### config.mk
export PLATFORM = sky130hd
export DESIGN_NAME = decode_stage
export DESIGN_NICKNAME = d
export VERILOG_FILES = /design/src/rtl/decode_stage_pkg.sv /design/src/rtl/decode_logic.sv /design/src/rtl/decode_stage.sv
export SDC_FILE = /design/constraint.sdc
export NUM_CORES = 1
export LEC_CHECK = 0
export CORE_MARGIN = 2
export CORE_UTILIZATION = 51
export CTS_BUF_LIST = sky130_fd_sc_hd__clkbuf_4 sky130_fd_sc_hd__clkbuf_8 sky130_fd_sc_hd__clkbuf_16
export DETAILED_ROUTE_END_ITERATION = 8
export PLACE_DENSITY = 0.86
export SLEW_MARGIN = 15
export SYNTH_ARGS = -nofsm -noshare
export SYNTH_HDL_FRONTEND = slang
export SYNTH_HIERARCHICAL = 1
export SYNTH_SLANG_ARGS = --single-unit
### constraint.sdc
create_clock -name i_Clk -period 3.11 [get_ports i_Clk]
set_input_delay 0.622 -clock i_Clk [delete_from_list [all_inputs] [get_ports i_Clk]]
set_output_delay 0.622 -clock i_Clk [all_outputs]
set_load 0.05 [all_outputs]
### src/rtl/decode_stage_pkg.sv
// Shared ISA constants for the decode stage: instruction field positions, opcodes, ALU codes.
// Field positions describe the 16-bit instruction format; MODE bit is the MSB.
package decode_stage_pkg;

    localparam int INSTR_MODE = 15;
    localparam logic MODE_REG = 1'b0;
    localparam logic MODE_DAT = 1'b1;

    // MSB positions of each field; slices are taken with -: and the field width
    localparam int R1LOC_REG  = 14;
    localparam int R2LOC_REG  = 11;
    localparam int R1LOC_DAT  = 14;
    localparam int OPCODE_REG = 4;
    localparam int OPCODE_W   = 5;

    typedef enum logic [OPCODE_W-1:0] {
        OPR_ADD    = 5'd0,
        OPR_AND    = 5'd1,
        OPR_SUB    = 5'd2,
        OPR_OR     = 5'd3,
        OPR_XOR    = 5'd4,
        OPR_ADC    = 5'd5,
        OPR_NOT    = 5'd6,
        OPR_SAR    = 5'd7,
        OPR_SLR    = 5'd8,
        OPR_SAL    = 5'd9,
        OPR_SLL    = 5'd10,
        OPR_ROL    = 5'd11,
        OPR_ROR    = 5'd12,
        OPR_MOV    = 5'd13,
        OPR_SHOWR  = 5'd14,
        OPR_SHOWRR = 5'd15
    } opr_e;

    typedef enum logic [3:0] {
        ALUOP_PD1 = 4'd0,
        ALUOP_PD2 = 4'd1,
        ALUOP_ADD = 4'd2,
        ALUOP_AND = 4'd3,
        ALUOP_SUB = 4'd4,
        ALUOP_OR  = 4'd5,
        ALUOP_XOR = 4'd6,
        ALUOP_ADC = 4'd7,
        ALUOP_NOT = 4'd8,
        ALUOP_SAR = 4'd9,
        ALUOP_SLR = 4'd10,
        ALUOP_SAL = 4'd11,
        ALUOP_SLL = 4'd12,
        ALUOP_ROL = 4'd13,
        ALUOP_ROR = 4'd14
    } aluop_e;

    typedef enum logic [1:0] {
        CNT_EMPTY = 2'd0,
        CNT_ONE   = 2'd1,
        CNT_FULL  = 2'd2
    } fifo_cnt_e;

endpackage

### src/rtl/decode_logic.sv
// Combinational instruction-to-controls mapping for the decode stage.
module decode_logic
    import decode_stage_pkg::*;
#(
    parameter int INSTR_W = 16,
    parameter int REG_AW  = 3,
    parameter int ALUOP_W = 4,
    parameter int IMM_W   = 8
) (
    input  logic [INSTR_W-1:0] instr,
    output logic [REG_AW-1:0]  addr_reg1,
    output logic [REG_AW-1:0]  addr_reg2,
    output logic [ALUOP_W-1:0] alu_op,
    output logic               write_back,
    output logic               show_r1,
    output logic               show_r2,
    output logic               imm_valid,
    output logic               illegal,
    output logic [IMM_W-1:0]   imm
);

    logic [OPCODE_W-1:0] opcode;
    logic                unused_instr;

    assign opcode       = instr[OPCODE_REG -: OPCODE_W];
    assign unused_instr = ^instr;

    always_comb begin
        addr_reg1  = '0;
        addr_reg2  = '0;
        alu_op     = ALUOP_W'(ALUOP_PD1);
        write_back = 1'b0;
        show_r1    = 1'b0;
        show_r2    = 1'b0;
        imm_valid  = 1'b0;
        illegal    = 1'b0;
        imm        = '0;
        if (instr[INSTR_MODE] == MODE_DAT) begin
            addr_reg1  = instr[R1LOC_DAT -: REG_AW];
            imm        = instr[IMM_W-1:0];
            imm_valid  = 1'b1;
            alu_op     = ALUOP_W'(ALUOP_PD2);
            write_back = 1'b1;
        end else begin
            addr_reg1  = instr[R1LOC_REG -: REG_AW];
            addr_reg2  = instr[R2LOC_REG -: REG_AW];
            write_back = 1'b1;
            case (opcode)
                OPR_ADD: alu_op = ALUOP_W'(ALUOP_ADD);
                OPR_AND: alu_op = ALUOP_W'(ALUOP_AND);
                OPR_SUB: alu_op = ALUOP_W'(ALUOP_SUB);
                OPR_OR:  alu_op = ALUOP_W'(ALUOP_OR);
                OPR_XOR: alu_op = ALUOP_W'(ALUOP_XOR);
                OPR_ADC: alu_op = ALUOP_W'(ALUOP_ADC);
                OPR_NOT: alu_op = ALUOP_W'(ALUOP_NOT);
                OPR_SAR: alu_op = ALUOP_W'(ALUOP_SAR);
                OPR_SLR: alu_op = ALUOP_W'(ALUOP_SLR);
                OPR_SAL: alu_op = ALUOP_W'(ALUOP_SAL);
                OPR_SLL: alu_op = ALUOP_W'(ALUOP_SLL);
                OPR_ROL: alu_op = ALUOP_W'(ALUOP_ROL);
                OPR_ROR: alu_op = ALUOP_W'(ALUOP_ROR);
                OPR_MOV: alu_op = ALUOP_W'(ALUOP_PD2);
                OPR_SHOWRR: begin
                    write_back = 1'b0;
                    show_r1    = 1'b1;
                    show_r2    = 1'b1;
                end
                OPR_SHOWR: begin
                    write_back = 1'b0;
                    show_r1    = 1'b1;
                end
                default: begin
                    write_back = 1'b0;
                    illegal    = 1'b1;
                end
            endcase
        end
    end

endmodule

### src/rtl/decode_stage.sv
// Decode stage: decodes at accept time into a 2-entry FIFO with valid/ready handshakes.
// Optional DECODE_PERFCNT_EN adds o_DecCount, a wrapping count of accepted instructions.
module decode_stage
    import decode_stage_pkg::*;
#(
    parameter int INSTR_W = 16,
    parameter int REG_AW  = 3,
    parameter int ALUOP_W = 4,
    parameter int IMM_W   = 8
) (
    input  logic               i_Clk,
    input  logic               i_Rst_n,
    input  logic               i_InstrValid,
    output logic               o_InstrReady,
    input  logic [INSTR_W-1:0] i_Instr,
    input  logic               i_Flush,
    output logic               o_Valid,
    input  logic               i_Ready,
    output logic [REG_AW-1:0]  o_AddrReg1,
    output logic [REG_AW-1:0]  o_AddrReg2,
    output logic [ALUOP_W-1:0] o_ALUOp,
    output logic               o_WriteBack,
    output logic               o_ShowR1,
    output logic               o_ShowR2,
    output logic               o_ImmValid,
    output logic               o_Illegal,
`ifdef DECODE_PERFCNT_EN
    output logic [15:0]        o_DecCount,
`endif
    output logic [IMM_W-1:0]   o_Imm
);

    localparam int ENTRY_W = 2*REG_AW + ALUOP_W + 5 + IMM_W;

    logic [REG_AW-1:0]  dec_addr1, dec_addr2;
    logic [ALUOP_W-1:0] dec_alu_op;
    logic               dec_wb, dec_s1, dec_s2, dec_iv, dec_il;
    logic [IMM_W-1:0]   dec_imm;
    logic [ENTRY_W-1:0] dec_entry;

    decode_logic #(
        .INSTR_W (INSTR_W),
        .REG_AW  (REG_AW),
        .ALUOP_W (ALUOP_W),
        .IMM_W   (IMM_W)
    ) u_decode_logic (
        .instr      (i_Instr),
        .addr_reg1  (dec_addr1),
        .addr_reg2  (dec_addr2),
        .alu_op     (dec_alu_op),
        .write_back (dec_wb),
        .show_r1    (dec_s1),
        .show_r2    (dec_s2),
        .imm_valid  (dec_iv),
        .illegal    (dec_il),
        .imm        (dec_imm)
    );

    assign dec_entry = {dec_addr1, dec_addr2, dec_alu_op, dec_wb, dec_s1, dec_s2,
                        dec_iv, dec_il, dec_imm};

    logic [ENTRY_W-1:0] mem_reg [2];
    logic               rd_ptr_reg, wr_ptr_reg;
    fifo_cnt_e          count_reg, count_next;
    logic               ready_reg;
    logic               push, pop;
    logic [ENTRY_W-1:0] head;

    assign push = i_InstrValid && ready_reg && !i_Flush;
    assign pop  = (count_reg != CNT_EMPTY) && i_Ready && !i_Flush;

    always_comb begin
        count_next = count_reg;
        if (i_Flush) begin
            count_next = CNT_EMPTY;
        end else if (push && !pop) begin
            count_next = fifo_cnt_e'(count_reg + 2'd1);
        end else if (pop && !push) begin
            count_next = fifo_cnt_e'(count_reg - 2'd1);
        end
    end

    // Ready is registered from the next count, so a pop in FULL cannot admit a same-edge push
    always_ff @(posedge i_Clk or negedge i_Rst_n) begin
        if (!i_Rst_n) begin
            count_reg  <= CNT_EMPTY;
            ready_reg  <= 1'b0;
            rd_ptr_reg <= 1'b0;
            wr_ptr_reg <= 1'b0;
        end else begin
            count_reg <= count_next;
            ready_reg <= (count_next != CNT_FULL);
            if (i_Flush) begin
                rd_ptr_reg <= 1'b0;
                wr_ptr_reg <= 1'b0;
            end else begin
                if (push) wr_ptr_reg <= ~wr_ptr_reg;
                if (pop)  rd_ptr_reg <= ~rd_ptr_reg;
            end
        end
    end

    // Storage needs no reset: contents are masked whenever the FIFO is empty
    always_ff @(posedge i_Clk) begin
        if (push) mem_reg[wr_ptr_reg] <= dec_entry;
    end

    assign o_Valid      = (count_reg != CNT_EMPTY);
    assign o_InstrReady = ready_reg;
    assign head         = o_Valid ? mem_reg[rd_ptr_reg] : '0;
    assign {o_AddrReg1, o_AddrReg2, o_ALUOp, o_WriteBack, o_ShowR1, o_ShowR2,
            o_ImmValid, o_Illegal, o_Imm} = head;

`ifdef DECODE_PERFCNT_EN
    logic [15:0] dec_count_reg;

    always_ff @(posedge i_Clk or negedge i_Rst_n) begin
        if (!i_Rst_n) begin
            dec_count_reg <= 16'h0000;
        end else if (push) begin
            dec_count_reg <= dec_count_reg + 16'h0001;
        end
    end

    assign o_DecCount = dec_count_reg;
`endif

endmodule

==> results of run 1 <==
==> worst reg2reg max path: cells and delay by family (launching register included) <==
family                   cells  cell delay (ps)
buffers and inverters        2              320
flip-flops                   1              370
adder cells (fa/ha/maj)      1              220
AO/OA/AOI/OAI                1              360
AND/OR/NAND/NOR              2              500
==> metal layers <==
metal | GRT usage [%] | share of wire (%) | vias up
met5 | 0 | 0 | -
met3 | 5.27 | 6.4 | 3
met2 | 27.8 | 52 | 49
met1 | 19.4 | 41 | 671
li1 | - | - | 662
met4 | 3.98 | 0.80 | 0
==> cell families (layout without fill, tap and decap cells) <==
group | count (synthesis) | count (layout) | synth area share, %
XOR/XNOR | 3 | 3 | 1.76
adder cells (fa/ha/maj) | 1 | 1 | 0.550
multiplexers | 24 | 24 | 10.6
AND/OR/NAND/NOR | 57 | 57 | 13.9
flip-flops | 51 | 51 | 66.3
buffers and inverters | 14 | 59 | 3.47
AO/OA/AOI/OAI | 10 | 10 | 3.52
==> stage by stage <==
| step | worst slack, ps | power, W |
|---|---|---|
| finish | 673 | 0.00234 |
| global route | 574 | 0.00245 |
| CTS | 653 | 0.00237 |
| detailed placement | 835 | 0.00193 |
| global placement | 861 | 0.00191 |
| floorplan | 110 | 0.00163 |
==> layout by cell type (no fill, tap or decap), drive strengths merged <==
master / count
a21o: 1
a21oi: 2
a221oi: 1
a311o: 1
a311oi: 3
a31oi: 1
and2: 9
and2b: 5
buf: 28
bufinv: 1
clkbuf: 6
clkdlybuf4s50: 21
dfrtp: 5
edfxtp: 46
ha: 1
inv: 3
mux2i: 24
nand2: 3
nand2b: 2
nand3: 2
nand3b: 2
nor2: 27
nor3: 1
nor3b: 2
nor4bb: 1
o21ai: 1
or2: 2
or3: 1
xnor2: 1
xnor3: 1
xor2: 1
==> layout make-up <==
type,instances,area (sq um)
fill,330,1510
sequential,51,1510
multi-input combinational,95,704
timing repair buffer,49,420
clock buffer,6,76.3
tap,52,65.1
clock inverter,1,30.0
inverter,3,11.3
==> Yosys cell counts (all sizes together) <==
| cell type | instances | area, sq um |
|---|---|---|
| a221oi | 1 | 8.76 |
| nand3 | 2 | 10.0 |
| and2 | 9 | 56.3 |
| a311o | 1 | 10.0 |
| or3 | 1 | 6.26 |
| a21o | 1 | 7.51 |
| nor3b | 2 | 15.0 |
| nand2 | 3 | 11.3 |
| or2 | 2 | 15.0 |
| mux2i | 24 | 240 |
| nand2b | 2 | 20.0 |
| nor2 | 27 | 109 |
| and2b | 5 | 42.5 |
| a21oi | 2 | 10.0 |
| xnor3 | 1 | 22.5 |
| xor2 | 1 | 8.76 |
| edfxtp | 46 | 1380 |
| a311oi | 3 | 32.5 |
| a31oi | 1 | 6.26 |
| xnor2 | 1 | 8.76 |
| buf | 8 | 56.3 |
| ha | 1 | 12.5 |
| dfrtp | 5 | 125 |
| inv | 3 | 11.3 |
| nand3b | 2 | 15.0 |
| nor4bb | 1 | 10.0 |
| nor3 | 1 | 5.00 |
| clkbuf | 3 | 11.3 |
| o21ai | 1 | 5.00 |
==> power groups by stage <==
stage	clock network, W	registers, W	logic, W
global placement	0	0.000857	0.00105
detailed placement	0	0.000860	0.00107
CTS	0.000449	0.000844	0.00107
finish	0.000436	0.000843	0.00106
global route	0.000481	0.000850	0.00112
floorplan	0	0.000851	0.000784
==> path summary, 6_finish.rpt <==
check,to,slack (ps)
setup / recovery,o_Valid,670
hold / removal,rd_ptr_reg,530
setup reg to reg,o_InstrReady,1240
hold reg to reg,count_reg[1],560
max in group asynchronous,count_reg[0],2400
min in group i_Clk,count_reg[1],560
==> results by group, run 1 <==
Outcome
  • Status: complete, no violations

Route
  • Final ANT Viol Nets: 0
  • DRC Markers: 0
  • Detail-routed net length per standard cell: 15.0 um
  • Vias after detailed routing: 1,385
  • DR vias/cell: 5.39
  • Detailed Routing Iterations Pass 1: 4
  • DRT iter0 DRCs: 95
  • WL final: 3860 um

Die
  • Initial Util: 52.6%
  • Total core area: 4320 sq um
  • Die Wd: 70.8 um
  • Die ar.: 5010 sq um
  • Rows: 24
  • IO Count: 46
  • Die H: 70.8 um

Yosys
  • Syn Std Cell Area: around 2300 sq um
  • Post-synthesis sequential area ratio: 66.3%
  • Cells after synthesis: 160
  • Warnings from Yosys: 6
  • Syn nets: 182
  • Syn Area/Cell: roughly 14 sq um
  • Distinct cell type count after synthesis: 36
  • Flops & latches, synth: 51

STA
  • Clk_skew: 7.03 ps
  • Hold_ws: approximately 530 ps
  • Post-route clock period utilization: between 70% and 80%
  • Slew @ Worst Pin: 490 ps
  • Final setup violation count: 0
  • Min cycle time layout: ~2400 ps
  • Slew headroom: 67.2%
  • Final setup TNS: 0 ps
  • Final hold vios: 0
  • Fmax: 410 MHz
  • Unrepaired setup endpoints after global routing: no
  • Fin. max-slew vios: 0

Worst setup path
  • Crit path cell chain: inv_1 > ha_1 > inv_1 > clkdlybuf4s50_1
  • CP Launch Point: count_reg[0]
  • Crit-path max cell delay: 790 ps
  • Worst r2r src: count_reg[0]
  • Worst path depth: 4
  • Crit-path max FO: 4
  • WS Path Type: reg2out
  • Buf/Inv on CP: 3
  • Cell family with most CP delay: buffers and inverters
  • CP Data Arrival Time: 1820 ps
  • CP required: roughly 2500 ps
  • Most frequent CP cell: inv_1
  • Worst R2R Path Depth: 6
  • Critical path endpoint category: primary output
  • Crit start category: register
  • CP max-delay cell: clkdlybuf4s50_1

CTS
  • Cts hold-fix bufs: 0
  • H-tree depth: 2
  • CTS tree: built
  • Cts bufs inserted: 5
  • Clock Latency Late Sink: about 300 ps
  • Clk root buf: clkbuf_8
  • Clock-pin slew on the worst setup and hold paths: 80 ps
  • Post_cts resized: 0
  • CTS Buffer Depth: 2
  • Post-CTS Setup Bufs: 0
  • Number of clock sinks: 51

Pwr
  • Lkg Pwr: ~1.0 nW
  • VDD IR max: 0.000477 V
  • Internal: around 0.0014 W
  • Switch Pwr: between 0.0009 and 0.001 W
  • Clock share of power: 18.6%
  • Comb power frac: 45.4%
  • Power Density: 833 nW/um^2
  • Flop pwr share: a little over a third
  • Sw frac: 40.1%

Place
  • Post-detail-place hpwl: 2600 um
  • Placed cells: 250
  • Count of input and output buffers: 44
  • RD Place Congestion: ~0.8
  • Placed instance area: 2710 sq um

Job
  • MaxCap Viol Count: 0

Global routing
  • Initial antenna violation count: 0
  • Global-route wire length before repair: 6150 um
  • Grt total ovfl: 0
  • Tot GR Track Use: between 10% and 20%
  • Largest net degree at the start of global routing: 28
  • Vias in the first global route: 1,378

Finish
  • Final net count: 227
  • Max reg flops: 46
  • Fin util: about two thirds
  • Non-filler cells, final: 257
  • ANT cells: 0
  • Synthesis-to-layout area growth: 23.8%
  • Final instance area: between 2000 and 3000 sq um
  • Share of layout cells above drive strength 1: 22.4%

Worst hold path
  • Hold Path Class: in2async
Power figures use the tool's default switching activity.
==> run 2, diff against run 1 <==
--- a/config.mk
+++ b/config.mk
@@ -6,10 +6,10 @@
 export NUM_CORES = 1
 export LEC_CHECK = 0
 export CORE_MARGIN = 2
-export CORE_UTILIZATION = 51
+export CORE_UTILIZATION = 46
 export CTS_BUF_LIST = sky130_fd_sc_hd__clkbuf_4 sky130_fd_sc_hd__clkbuf_8 sky130_fd_sc_hd__clkbuf_16
 export DETAILED_ROUTE_END_ITERATION = 8
-export PLACE_DENSITY = 0.86
+export PLACE_DENSITY = 0.83
 export SLEW_MARGIN = 15
 export SYNTH_ARGS = -nofsm -noshare
 export SYNTH_HDL_FRONTEND = slang
==> constraint.sdc (replaced) <==
create_clock -name i_Clk -period 2 [get_ports i_Clk]
set_input_delay 0.4 -clock i_Clk [delete_from_list [all_inputs] [get_ports i_Clk]]
set_output_delay 0.4 -clock i_Clk [all_outputs]
set_load 0.05 [all_outputs]
==> run 2 against run 1 <==
  * Global-route usage grew 0.44 points
  * Die area is 10% higher
  * Hold slack worse by 210 ps
  * Largest power group unchanged
  * Total power increased by 81%
  * Setup slack lost 570 ps
  * Clock power grew 31%
  * Critical path depth is 1 higher
==> results by group, run 2 (synthesis gave the netlist of run 1 again) <==
Worst setup path
  • Crit start category: register
  • WS Path Type: reg2out
  • Worst R2R Path Depth: 4
  • CP required: 1600 ps
  • CP Data Arrival Time: 1500 ps
  • Critical path endpoint category: primary output
  • Crit-path max FO: 14

CTS
  • CTS Buffer Depth: 2
  • Cts hold-fix bufs: 0
  • Cts bufs inserted: 5
  • Clk root buf: clkbuf_8
  • Clock-pin slew on the worst setup and hold paths: 90 ps
  • Number of clock sinks: 51
  • CTS tree: built
  • H-tree depth: 2
  • Clock Latency Late Sink: 290 ps

STA
  • Fin. max-slew vios: 0
  • Fmax: approximately 530 MHz
  • Final setup violation count: 0
  • Final hold vios: 0
  • Hold_ws: approximately 320 ps
  • Slew @ Worst Pin: slightly below 500 ps
  • Unrepaired setup endpoints after global routing: no
  • Setup ws final: 100 ps
  • Min cycle time layout: roughly 1900 ps
  • Slew headroom: 67.3%
  • Clk_skew: 5.90 ps
  • Post-route clock period utilization: 95.0%

Die
  • Die Wd: 74.3 um
  • Initial Util: 47.8%
  • Rows: 25
  • IO Count: 46
  • Total core area: 4750 sq um
  • Die H: 74.3 um
  • Die ar.: 5520 sq um

Global routing
  • Global-route wire length before repair: 6620 um
  • Tot GR Track Use: 16.5%
  • Initial antenna violation count: 0
  • Grt total ovfl: 0
  • Grt met2 use: 29.0%
  • M3 GR Usage: under 10%
  • Vias in the first global route: 1,389
  • Met1 usage: 20.3%
  • GR peak layer: met2
  • Largest net degree at the start of global routing: 25

Finish
  • ANT cells: 0
  • Final net count: 230
  • Synthesis-to-layout area growth: 42.5%
  • Share of layout cells above drive strength 1: 35.9%
  • Most frequent cells in the layout: edfxtp_1 (46), buf_12 (25), mux2i_1 (24)
  • Fin util: 68.2%
  • Commonest non-fill, non-tap cell in the layout: edfxtp_1
  • Max reg flops: 46

Place
  • RD Place Congestion: 0.800
  • Placement Setup Slack: 119 ps
  • Count of input and output buffers: 44
  • Post-detail-place hpwl: roughly 2800 um

Pwr
  • Power Density: 1310 nW/um^2
  • Lkg Pwr: 1.13 nW
  • Switch Pwr: roughly 0.0017 W
  • Internal: 0.00257 W
  • Comb power frac: 55.9%
  • VDD IR max: roughly 0.00066 V
  • Clock share of power: 13.5%
  • Sw frac: between 30% and 40%
  • Flop pwr share: 30.6%

Route
  • DRC Markers: 0
  • Final ANT Viol Nets: 0
  • Detailed Routing Iterations Pass 1: 4
  • WL final: between 4000 and 5000 um
  • DR vias/cell: 5.13
  • DRT iter0 DRCs: 104
  • Detail-routed net length per standard cell: between 10 and 15 um
  • Vias after detailed routing: 1,415

Outcome
  • Status: complete, no violations

Job
  • MaxCap Viol Count: 0

Worst hold path
  • Hold Path Class: in2async
-- run 2: cell count changes in the layout (fill, tap and decap cells not counted), moves of 2 or more --
cell,change
buf_12,+25
buf_4,-24
nor2_2,+23
nor2_1,-23
buf_6,+2
-- run 2: what timing repair did --
action                                  4_1_cts  5_1_grt
resized for setup                            21        8
cloned                                        0        0
endpoints found under the setup margin       23       16
setup buffers                                 0        0
-- run 2: routing by layer --
metal	vias to the layer above	wire length, um	share of wire, %
li1	672	-	-
met1	697	1640	40
met2	44	2240	55
met3	2	185	4.5
met4	0	41	1.0
met5	-	0	0
-- run 2: worst paths after layout --
| kind | startpoint | endpoint | slack, ps |
|---|---|---|---|
| worst max register to register | count_reg[0] | o_InstrReady | 360 |
| max in group asynchronous | i_Rst_n | o_InstrReady | 1480 |
| worst max-delay path | count_reg[0] | o_ImmValid | 100 |
| worst min register to register | o_InstrReady | count_reg[1] | 510 |
| min in group i_Clk | o_InstrReady | count_reg[1] | 510 |
| worst min-delay path | i_Rst_n | count_reg[1] | 320 |
-- run 2: cell type report --
cell class	count	area, sq um
clock buffer	5	68.8
inverter	3	11.3
multi-input combinational	95	781
timing repair buffer	52	768
sequential	51	1510
clock inverter	3	20.0
fill	343	1510
tap	67	83.8
-- run 2: power groups by stage --
stage	clock network (W)	registers, W	logic [W]
5_1_grt	0.000643	0.00131	0.00247
6_report	0.000573	0.00130	0.00237
2_1_floorplan	0	0.00132	0.00123
3_3_place_gp	0	0.00131	0.00219
4_1_cts	0.000590	0.00129	0.00232
3_5_place_dp	0	0.00132	0.00221
-- run 2: worst max-delay path: stages (launching register included) --
cell,delay (ps)
dfrtp_1,390
inv_1,110
ha_4,200
buf_8,160
nor2_2,180
buf_12,160
-- run 2: per-stage QoR --
step                      setup TNS, ps  power, W  std cells  cell area (sq um)
final                                 0   0.00424        276               3240
after global routing                  0   0.00442        276               3240
after CTS                             0   0.00421        276               3210
after detailed placement              0   0.00353        268               3070
after global placement                0   0.00350        268               3070
after floorplan                   -81.9   0.00255        160               2300
